## src/rtl/sram_seq_reader_pkg.sv

```systemverilog
// Shared widths for the sequence SRAM read path and a small sizing helper.
package sram_seq_reader_pkg;

  localparam int SRAM_WORD_BIT = 128;
  localparam int SRAM_ADDR_BIT = 11;
  localparam int BASE_BIT_W    = 2;
  localparam int SEQ_LEN_BIT   = 16;

  function automatic int unsigned ceil_div(input int unsigned num, input int unsigned den);
    return (num + den - 1) / den;
  endfunction

endpackage

```

## src/rtl/sram_seq_reader_if.sv

```systemverilog
// Start request, SRAM read port, base stream and status of the sequence reader.
interface sram_seq_reader_if
  import sram_seq_reader_pkg::*;
#(
  parameter int WORD_WIDTH = SRAM_WORD_BIT,
  parameter int ADDR_WIDTH = SRAM_ADDR_BIT,
  parameter int BASE_BIT   = BASE_BIT_W,
  parameter int LEN_WIDTH  = SEQ_LEN_BIT
);
  logic                  start_valid;
  logic                  start_ready;
  logic [ADDR_WIDTH-1:0] start_addr;
  logic [LEN_WIDTH-1:0]  start_len;
  logic                  sram_cen;
  logic                  sram_wen;
  logic [ADDR_WIDTH-1:0] sram_addr;
  logic [WORD_WIDTH-1:0] sram_q;
  logic                  base_valid;
  logic                  base_ready;
  logic [BASE_BIT-1:0]   base_data;
  logic                  base_last;
  logic                  busy;
  logic                  done;

  modport master (
    input  start_valid, start_addr, start_len, sram_q, base_ready,
    output start_ready, sram_cen, sram_wen, sram_addr,
           base_valid, base_data, base_last, busy, done
  );

  modport slave (
    output start_valid, start_addr, start_len, sram_q, base_ready,
    input  start_ready, sram_cen, sram_wen, sram_addr,
           base_valid, base_data, base_last, busy, done
  );
endinterface

```

## src/rtl/sram_seq_reader_seq_word_buffer.sv

```systemverilog
// Two-word prefetch FIFO; the head word shifts out one base per pop, push and free may coincide.
// Latency: a pushed word is presentable the cycle after the push; caller must never push into a full buffer.
module sram_seq_reader_seq_word_buffer #(
  parameter int WORD_WIDTH = 128,
  parameter int BASE_BIT   = 2
) (
  input  logic                  clk,
  input  logic                  rst,
  input  logic                  flush_i,
  input  logic                  push_i,
  input  logic [WORD_WIDTH-1:0] push_dat_i,
  input  logic                  pop_i,
  input  logic                  last_i,
  output logic                  head_vld_o,
  output logic [BASE_BIT-1:0]   head_base_o,
  output logic [1:0]            cnt_o,
  output logic                  free_o
);
  localparam int BPW   = WORD_WIDTH / BASE_BIT;
  localparam int IDX_W = $clog2(BPW);

  logic [WORD_WIDTH-1:0] head_q, head_d;
  logic [WORD_WIDTH-1:0] next_q, next_d;
  logic [1:0]            cnt_q, cnt_d;
  logic [IDX_W-1:0]      idx_q, idx_d;
  logic                  vld_q;
  logic                  free;

  assign free = pop_i && ((idx_q == IDX_W'(BPW - 1)) || last_i);

  always_comb begin
    head_d = head_q;
    next_d = next_q;
    cnt_d  = cnt_q;
    idx_d  = idx_q;
    if (free) begin
      idx_d = '0;
      if (cnt_q == 2'd2) begin
        head_d = next_q;
        if (push_i) next_d = push_dat_i;
        else        cnt_d  = 2'd1;
      end else begin
        // Single resident word retires; an arriving word takes the head directly.
        if (push_i) head_d = push_dat_i;
        else        cnt_d  = 2'd0;
      end
    end else begin
      if (pop_i) begin
        head_d = head_q >> BASE_BIT;
        idx_d  = idx_q + IDX_W'(1);
      end
      if (push_i) begin
        if (cnt_q == 2'd0) head_d = push_dat_i;
        else               next_d = push_dat_i;
        cnt_d = cnt_q + 2'd1;
      end
    end
    if (flush_i) begin
      head_d = '0;
      next_d = '0;
      cnt_d  = 2'd0;
      idx_d  = '0;
    end
  end

  always_ff @(posedge clk) begin
    if (rst) begin
      head_q <= '0;
      next_q <= '0;
      cnt_q  <= 2'd0;
      idx_q  <= '0;
      vld_q  <= 1'b0;
    end else begin
      head_q <= head_d;
      next_q <= next_d;
      cnt_q  <= cnt_d;
      idx_q  <= idx_d;
      vld_q  <= (cnt_d != 2'd0);
    end
  end

  assign head_vld_o  = vld_q;
  assign head_base_o = head_q[BASE_BIT-1:0];
  assign cnt_o       = cnt_q;
  assign free_o      = free;
endmodule

```

## src/rtl/sram_seq_reader.sv

```systemverilog
// Streams len 2-bit bases from sequence SRAM starting at a word address, LSB base first.
// Latency: first base 3 cycles after start, then 1 base/cycle; base_ready low holds the base and stops prefetch at 2 words.
module sram_seq_reader
  import sram_seq_reader_pkg::*;
#(
  parameter int WORD_WIDTH = SRAM_WORD_BIT,
  parameter int ADDR_WIDTH = SRAM_ADDR_BIT,
  parameter int BASE_BIT   = BASE_BIT_W,
  parameter int LEN_WIDTH  = SEQ_LEN_BIT
) (
  input logic               clk,
  input logic               rst,
  sram_seq_reader_if.master bus
);
  localparam int BPW    = WORD_WIDTH / BASE_BIT;
  localparam int IDX_W  = $clog2(BPW);
  localparam int WCNT_W = LEN_WIDTH - IDX_W + 1;

  typedef enum logic [1:0] {ST_IDLE, ST_STREAM, ST_DONE} state_t;

  state_t                state_q, state_d;
  logic [ADDR_WIDTH-1:0] addr_q, addr_d;
  logic                  cen_q, cen_d;
  logic [WCNT_W-1:0]     words_q, words_d;
  logic [LEN_WIDTH-1:0]  bases_q, bases_d;
  logic                  rd_vld_q, rd_vld_d;
  logic                  last_q, last_d;
  logic                  ready_q, ready_d;
  logic                  busy_q, busy_d;
  logic                  done_q, done_d;

  logic                  buf_vld;
  logic [BASE_BIT-1:0]   buf_base;
  logic [1:0]            buf_cnt;
  logic                  buf_free;
  logic                  accept;
  logic                  final_base;
  logic [2:0]            cnt_next;
  logic [2:0]            committed;

  assign accept     = buf_vld && bus.base_ready;
  assign final_base = (bases_q == LEN_WIDTH'(1));
  assign cnt_next   = {1'b0, buf_cnt} + {2'b0, rd_vld_q} - {2'b0, buf_free};
  // Slots spoken for after this edge: resident words plus the read on the bus now.
  assign committed  = cnt_next + {2'b0, ~cen_q};

  always_comb begin
    state_d  = state_q;
    addr_d   = addr_q;
    cen_d    = 1'b1;
    words_d  = words_q;
    bases_d  = bases_q;
    rd_vld_d = ~cen_q;
    case (state_q)
      ST_IDLE: begin
        if (bus.start_valid) begin
          bases_d = bus.start_len;
          if (bus.start_len == '0) begin
            state_d = ST_DONE;
          end else begin
            state_d = ST_STREAM;
            cen_d   = 1'b0;
            addr_d  = bus.start_addr;
            words_d = WCNT_W'(ceil_div(int'(bus.start_len), BPW)) - WCNT_W'(1);
          end
        end
      end
      ST_STREAM: begin
        if (accept) begin
          bases_d = bases_q - LEN_WIDTH'(1);
          if (final_base) state_d = ST_DONE;
        end
        if (state_d == ST_STREAM && words_q != '0 && committed < 3'd2) begin
          cen_d   = 1'b0;
          addr_d  = addr_q + ADDR_WIDTH'(1);
          words_d = words_q - WCNT_W'(1);
        end
      end
      ST_DONE: state_d = ST_IDLE;
      default: state_d = ST_IDLE;
    endcase
    ready_d = (state_d == ST_IDLE);
    busy_d  = (state_d != ST_IDLE);
    done_d  = (state_d == ST_DONE);
    last_d  = (state_d == ST_STREAM) && (bases_d == LEN_WIDTH'(1));
  end

  always_ff @(posedge clk) begin
    if (rst) begin
      state_q  <= ST_IDLE;
      addr_q   <= '0;
      cen_q    <= 1'b1;
      words_q  <= '0;
      bases_q  <= '0;
      rd_vld_q <= 1'b0;
      last_q   <= 1'b0;
      ready_q  <= 1'b1;
      busy_q   <= 1'b0;
      done_q   <= 1'b0;
    end else begin
      state_q  <= state_d;
      addr_q   <= addr_d;
      cen_q    <= cen_d;
      words_q  <= words_d;
      bases_q  <= bases_d;
      rd_vld_q <= rd_vld_d;
      last_q   <= last_d;
      ready_q  <= ready_d;
      busy_q   <= busy_d;
      done_q   <= done_d;
    end
  end

  sram_seq_reader_seq_word_buffer #(
    .WORD_WIDTH (WORD_WIDTH),
    .BASE_BIT   (BASE_BIT)
  ) u_buf (
    .clk         (clk),
    .rst         (rst),
    .flush_i     (accept && final_base),
    .push_i      (rd_vld_q),
    .push_dat_i  (bus.sram_q),
    .pop_i       (accept),
    .last_i      (final_base),
    .head_vld_o  (buf_vld),
    .head_base_o (buf_base),
    .cnt_o       (buf_cnt),
    .free_o      (buf_free)
  );

  assign bus.start_ready = ready_q;
  assign bus.sram_cen    = cen_q;
  assign bus.sram_wen    = 1'b1;
  assign bus.sram_addr   = addr_q;
  assign bus.base_valid  = buf_vld;
  assign bus.base_data   = buf_base;
  assign bus.base_last   = last_q;
  assign bus.busy        = busy_q;
  assign bus.done        = done_q;
endmodule

```

## src/flat_wrapper.sv

```systemverilog
// flat-port wrapper written by rule: the top's interface ports become plain ports
module sram_seq_reader_flat import sram_seq_reader_pkg::*;
#(
  parameter int WORD_WIDTH = SRAM_WORD_BIT,
  parameter int ADDR_WIDTH = SRAM_ADDR_BIT,
  parameter int BASE_BIT   = BASE_BIT_W,
  parameter int LEN_WIDTH  = SEQ_LEN_BIT
)
  (clk, rst, bus_start_valid, bus_start_addr, bus_start_len, bus_sram_q, bus_base_ready, bus_start_ready, bus_sram_cen, bus_sram_wen, bus_sram_addr, bus_base_valid, bus_base_data, bus_base_last, bus_busy, bus_done);
  sram_seq_reader_if #(.WORD_WIDTH(WORD_WIDTH), .ADDR_WIDTH(ADDR_WIDTH), .BASE_BIT(BASE_BIT), .LEN_WIDTH(LEN_WIDTH)) bus_i ();
  input logic clk;
  input logic rst;
  input wire logic [$bits(bus_i.start_valid)-1:0] bus_start_valid;
  input wire logic [$bits(bus_i.start_addr)-1:0] bus_start_addr;
  input wire logic [$bits(bus_i.start_len)-1:0] bus_start_len;
  input wire logic [$bits(bus_i.sram_q)-1:0] bus_sram_q;
  input wire logic [$bits(bus_i.base_ready)-1:0] bus_base_ready;
  output wire logic [$bits(bus_i.start_ready)-1:0] bus_start_ready;
  output wire logic [$bits(bus_i.sram_cen)-1:0] bus_sram_cen;
  output wire logic [$bits(bus_i.sram_wen)-1:0] bus_sram_wen;
  output wire logic [$bits(bus_i.sram_addr)-1:0] bus_sram_addr;
  output wire logic [$bits(bus_i.base_valid)-1:0] bus_base_valid;
  output wire logic [$bits(bus_i.base_data)-1:0] bus_base_data;
  output wire logic [$bits(bus_i.base_last)-1:0] bus_base_last;
  output wire logic [$bits(bus_i.busy)-1:0] bus_busy;
  output wire logic [$bits(bus_i.done)-1:0] bus_done;
  assign bus_i.start_valid = bus_start_valid;
  assign bus_i.start_addr = bus_start_addr;
  assign bus_i.start_len = bus_start_len;
  assign bus_i.sram_q = bus_sram_q;
  assign bus_i.base_ready = bus_base_ready;
  assign bus_start_ready = bus_i.start_ready;
  assign bus_sram_cen = bus_i.sram_cen;
  assign bus_sram_wen = bus_i.sram_wen;
  assign bus_sram_addr = bus_i.sram_addr;
  assign bus_base_valid = bus_i.base_valid;
  assign bus_base_data = bus_i.base_data;
  assign bus_base_last = bus_i.base_last;
  assign bus_busy = bus_i.busy;
  assign bus_done = bus_i.done;
  sram_seq_reader #(.WORD_WIDTH(WORD_WIDTH), .ADDR_WIDTH(ADDR_WIDTH), .BASE_BIT(BASE_BIT), .LEN_WIDTH(LEN_WIDTH)) u_core (.clk(clk), .rst(rst), .bus(bus_i));
endmodule
```

## config.mk

```make
export PLATFORM = sky130hd
export DESIGN_NAME = sram_seq_reader_flat
export DESIGN_NICKNAME = d
export VERILOG_FILES = /design/src/rtl/sram_seq_reader_pkg.sv /design/src/rtl/sram_seq_reader_if.sv /design/src/rtl/sram_seq_reader_seq_word_buffer.sv /design/src/rtl/sram_seq_reader.sv /design/src/flat_wrapper.sv
export SDC_FILE = /design/constraint.sdc
export NUM_CORES = 1
export LEC_CHECK = 0
export ABC_CLOCK_PERIOD_IN_PS = 8200
export CAP_MARGIN = 20
export CORE_ASPECT_RATIO = 0.6
export CORE_MARGIN = 1.5
export CORE_UTILIZATION = 62
export CTS_CLUSTER_SIZE = 20
export DETAILED_ROUTE_END_ITERATION = 10
export GPL_ROUTABILITY_DRIVEN = 0
export HOLD_SLACK_MARGIN = 0.12
export PLACE_DENSITY = 0.86
export SLEW_MARGIN = 20
export SYNTH_ARGS = -nofsm -noshare
export SYNTH_HDL_FRONTEND = slang
export SYNTH_HIERARCHICAL = 1
export SYNTH_SLANG_ARGS = --single-unit
```

## constraint.sdc

```tcl
create_clock -name clk -period 8.2 [get_ports clk]
set_input_delay 1.64 -clock clk [delete_from_list [all_inputs] [get_ports clk]]
set_output_delay 1.64 -clock clk [all_outputs]
set_load 0.01 [all_outputs]
```

==> impl_metrics.json <==
{
  "overflow": 0,
  "cp-end-kind": "register",
  "cts_max_level": 1,
  "cts_sinks": 311,
  "drtIter0Drc": 2142,
  "syn_area_um2": 16900,
  "syn_avg_cell_area_um2": 7.33,
  "die_h_um": 131,
  "hold_buffers": 0,
  "min_period_ps": 6390,
  "num_vias": 17000,
  "clockRootBuffer": "clkbuf_16",
  "ys_ff_latch": 311,
  "ys_seq_area_frac": 0.368,
  "detail-route-antenna-nets": 0,
  "async_flop_share": 0,
  "drv_cap": 0,
  "synth_fa_ha_area_frac": 0.00784,
  "yosysMostFrequentCell": "nand2_1",
  "chipWidth_um": 216,
  "io_pins": 179,
  "syn_to_final_growth_pct": 14.4,
  "grt_first_pass_wirelength_um": 75800,
  "grt_max_degree": 220,
  "placementRows": 46,
  "die_area_um2": 28300,
  "critPathRequiredTime_ps": 8660,
  "finalMaxSlewViolations": 0,
  "power_leakage_uw": 0.00621,
  "synth_largest_area_cell": "dfxtp_1",
  "period_share": 0.779,
  "syn-num-nets": 2476,
  "diodes": 0,
  "final_util": 0.728,
  "grt_pass1_vias": 15200,
  "setup_tns_ps": 0,
  "synth_area_leaders": "dfxtp_1 37%, nand2_1 13%, a21oi_1 6.2%",
  "clock_path_buffers": 3,
  "numCtsBuffers": 29,
  "clkSlewWorstSetupHoldPaths_ps": 70,
  "netlist_instances": 2307,
  "post_route_cells_drive_above_1_share": 0.0426,
  "dpl.hpwl_um": 27700,
  "vias_per_cell": 6.28,
  "synth_compound_area_frac": 0.259,
  "finalHoldViolCount": 0,
  "setup_viol": 0,
  "clock_skew_ps": 11.0,
  "antenna_found_initial": 0,
  "synthMuxAreaShare": 0.0521,
  "fmax_mhz": 157,
  "cts_tree": "yes",
  "synth_top_area_frac": 0.368,
  "worstSkewPairLatency_ps": 570,
  "nNetsFinal": 2494,
  "peakVddDrop_v": 0.000129,
  "cts-resized-gates": 0,
  "firstDrtPassIters": 6,
  "cts_setup_buffers": 0,
  "hold_path_class": "reg -> reg",
  "yosys_warnings": 6,
  "initial_core_util": 0.636,
  "rsz0062_at_grt": "false",
  "crit_fanout": 49,
  "tightest_slew_ps": 1130,
  "routedWlPerCell_um": 17.4,
  "critPathLaunchType": "register",
  "synth_top_family_by_area": "compound AO/OA/AOI/OAI gates",
  "synth-xor-area-share": 0.00984,
  "synth-simple-area-share": 0.240,
  "fp.coreArea_um2": 26600,
  "ys_types": 77,
  "power.density_nw_per_um2": 204,
  "fill_cells": 2082,
  "synth_ff_type": "dfxtp_1",
  "grt.total_usage": 0.319,
  "run_status": "finished clean",
  "synth-edff-count": 0,
  "arrival_ps": 6840,
  "yosys-top-cells-count": "604 x nand2_1, 311 x dfxtp_1, 211 x a21oi_1, 211 x nor2_1, 169 x o21ai_0",
  "io_buffers": 177,
  "setup.worst_path.class": "reg -> reg",
  "max_slew_margin": 0.249,
  "wl_um": 47200,
  "drc": 0
}
## registers in the layout (all words and copies together) (netlist names)
register                 count
u_core/u_buf/head_q        128
u_core/u_buf/next_q        128
u_core/bases_q              16
u_core/bus.sram_addr        11
u_core/words_q              11
u_core/u_buf/idx_q           6
u_core/state_q               2
u_core/u_buf/cnt_o           2
u_core/bus.base_last         1
u_core/bus.busy              1
u_core/bus.done              1
u_core/bus.sram_cen          1
u_core/bus.start_ready       1
u_core/rd_vld_q              1
u_core/u_buf/head_vld_o      1
## metal layers
metal	track usage	wire length (um)	part of all wire	vias to the layer above
met3	0.0509	3730	0.079	63
met1	0.450	21300	0.45	8031
met2	0.512	21300	0.45	709
met4	0.0858	887	0.019	0
met5	0	0	0	-
li1	-	-	-	8179
## final timing paths
kind | startpoint | to | slack, ps | cells past startpoint
max | u_core/bases_q[4]$_SDFF_PP0_ | u_core/bus.sram_addr[0]$_SDFFE_PP0P_ | 1810 | 19
min | u_core/u_buf/next_q[78]$_SDFFE_PP0P_ | u_core/u_buf/next_q[78]$_SDFFE_PP0P_ | 450 | 2
max reg2reg | u_core/bases_q[4]$_SDFF_PP0_ | u_core/bus.sram_addr[0]$_SDFFE_PP0P_ | 1810 | 19
min reg2reg | u_core/u_buf/next_q[78]$_SDFFE_PP0P_ | u_core/u_buf/next_q[78]$_SDFFE_PP0P_ | 450 | 2
## stage by stage
| step | total power (uW) | cell area (um^2) | cells | hold WS (ps) | setup WS, ps |
|---|---|---|---|---|---|
| after floorplan | 2310 | 16900 | 2307 | 437 | 3280 |
| after global routing | 4110 | 19400 | 2705 | 471 | 1340 |
| after CTS | 3940 | 19300 | 2705 | 456 | 1600 |
| after global placement | 2530 | 18400 | 2654 | 441 | 1800 |
| final | 3950 | 19400 | 2705 | 454 | 1810 |
| after detailed placement | 2560 | 18400 | 2654 | 447 | 1630 |
## cell usage in the layout, fill, tap and decap left out, types with 8 or more instances in the layout
cell type,netlist,final
o21ai_0,169,168
clkbuf_16,0,29
inv_1,16,15
ha_1,9,8
nand2b_1,8,8
nor2_1,211,211
o22a_1,10,10
a21oi_1,211,211
xnor2_1,10,10
a221o_1,47,47
nand3_1,67,67
xor2_1,9,9
dfxtp_1,311,310
nand2_1,604,603
a221oi_1,82,82
clkdlybuf4s50_1,0,177
a31oi_1,9,8
or3_1,8,8
clkbuf_8,0,8
a211oi_1,88,88
buf_4,9,18
o22ai_1,11,11
and2_1,9,9
nor3_1,23,23
mux2i_1,88,88
## cell type report
| type | count | area (um^2) | area share |
|---|---|---|---|
| Multi-Input combinational cell | 1768 | 9700 | 0.501 |
| Sequential cell | 311 | 6230 | 0.322 |
| Timing Repair Buffer | 198 | 1950 | 0.101 |
| Clock buffer | 41 | 851 | 0.0440 |
| Tap cell | 360 | 450 | 0.0233 |
| Clock inverter | 10 | 110 | 0.00569 |
| Inverter | 17 | 68.8 | 0.00356 |
## cell families (layout without fill, tap and decap cells)
kind of cell	Yosys count	after routing
xor gates and xnor gates	19	19
and+or+nand+nor	979	979
other	1	1
buffers and inverters	228	266
AOI/OAI and AO/OA	671	671
muxes	88	88
DFF	311	311
adders and majority gates	10	10
## critical path: stages (launching register included)
cell      delay, ps
dfxtp_1         350
or4_1           710
nor4_2          510
nand2_1         170
nor3b_2         570
nand2_1         150
o21a_1          280
inv_4           450
ha_1            330
inv_1            50
ha_1            220
a21o_1          160
fa_1            370
xnor2_1         140
nor2_1          110
o311ai_1        130
o32ai_2         200
and2_1          770
o21ai_0         240
a221oi_1        350
## power by group
| group | leakage [uW] | total (uW) | internal, uW | switching [uW] |
|---|---|---|---|---|
| Clock | 0.000476 | 1390 | 783 | 603 |
| Combinational | 0.00321 | 821 | 359 | 462 |
| Sequential | 0.00253 | 1740 | 1620 | 114 |
(Power assumes the default switching activity.)
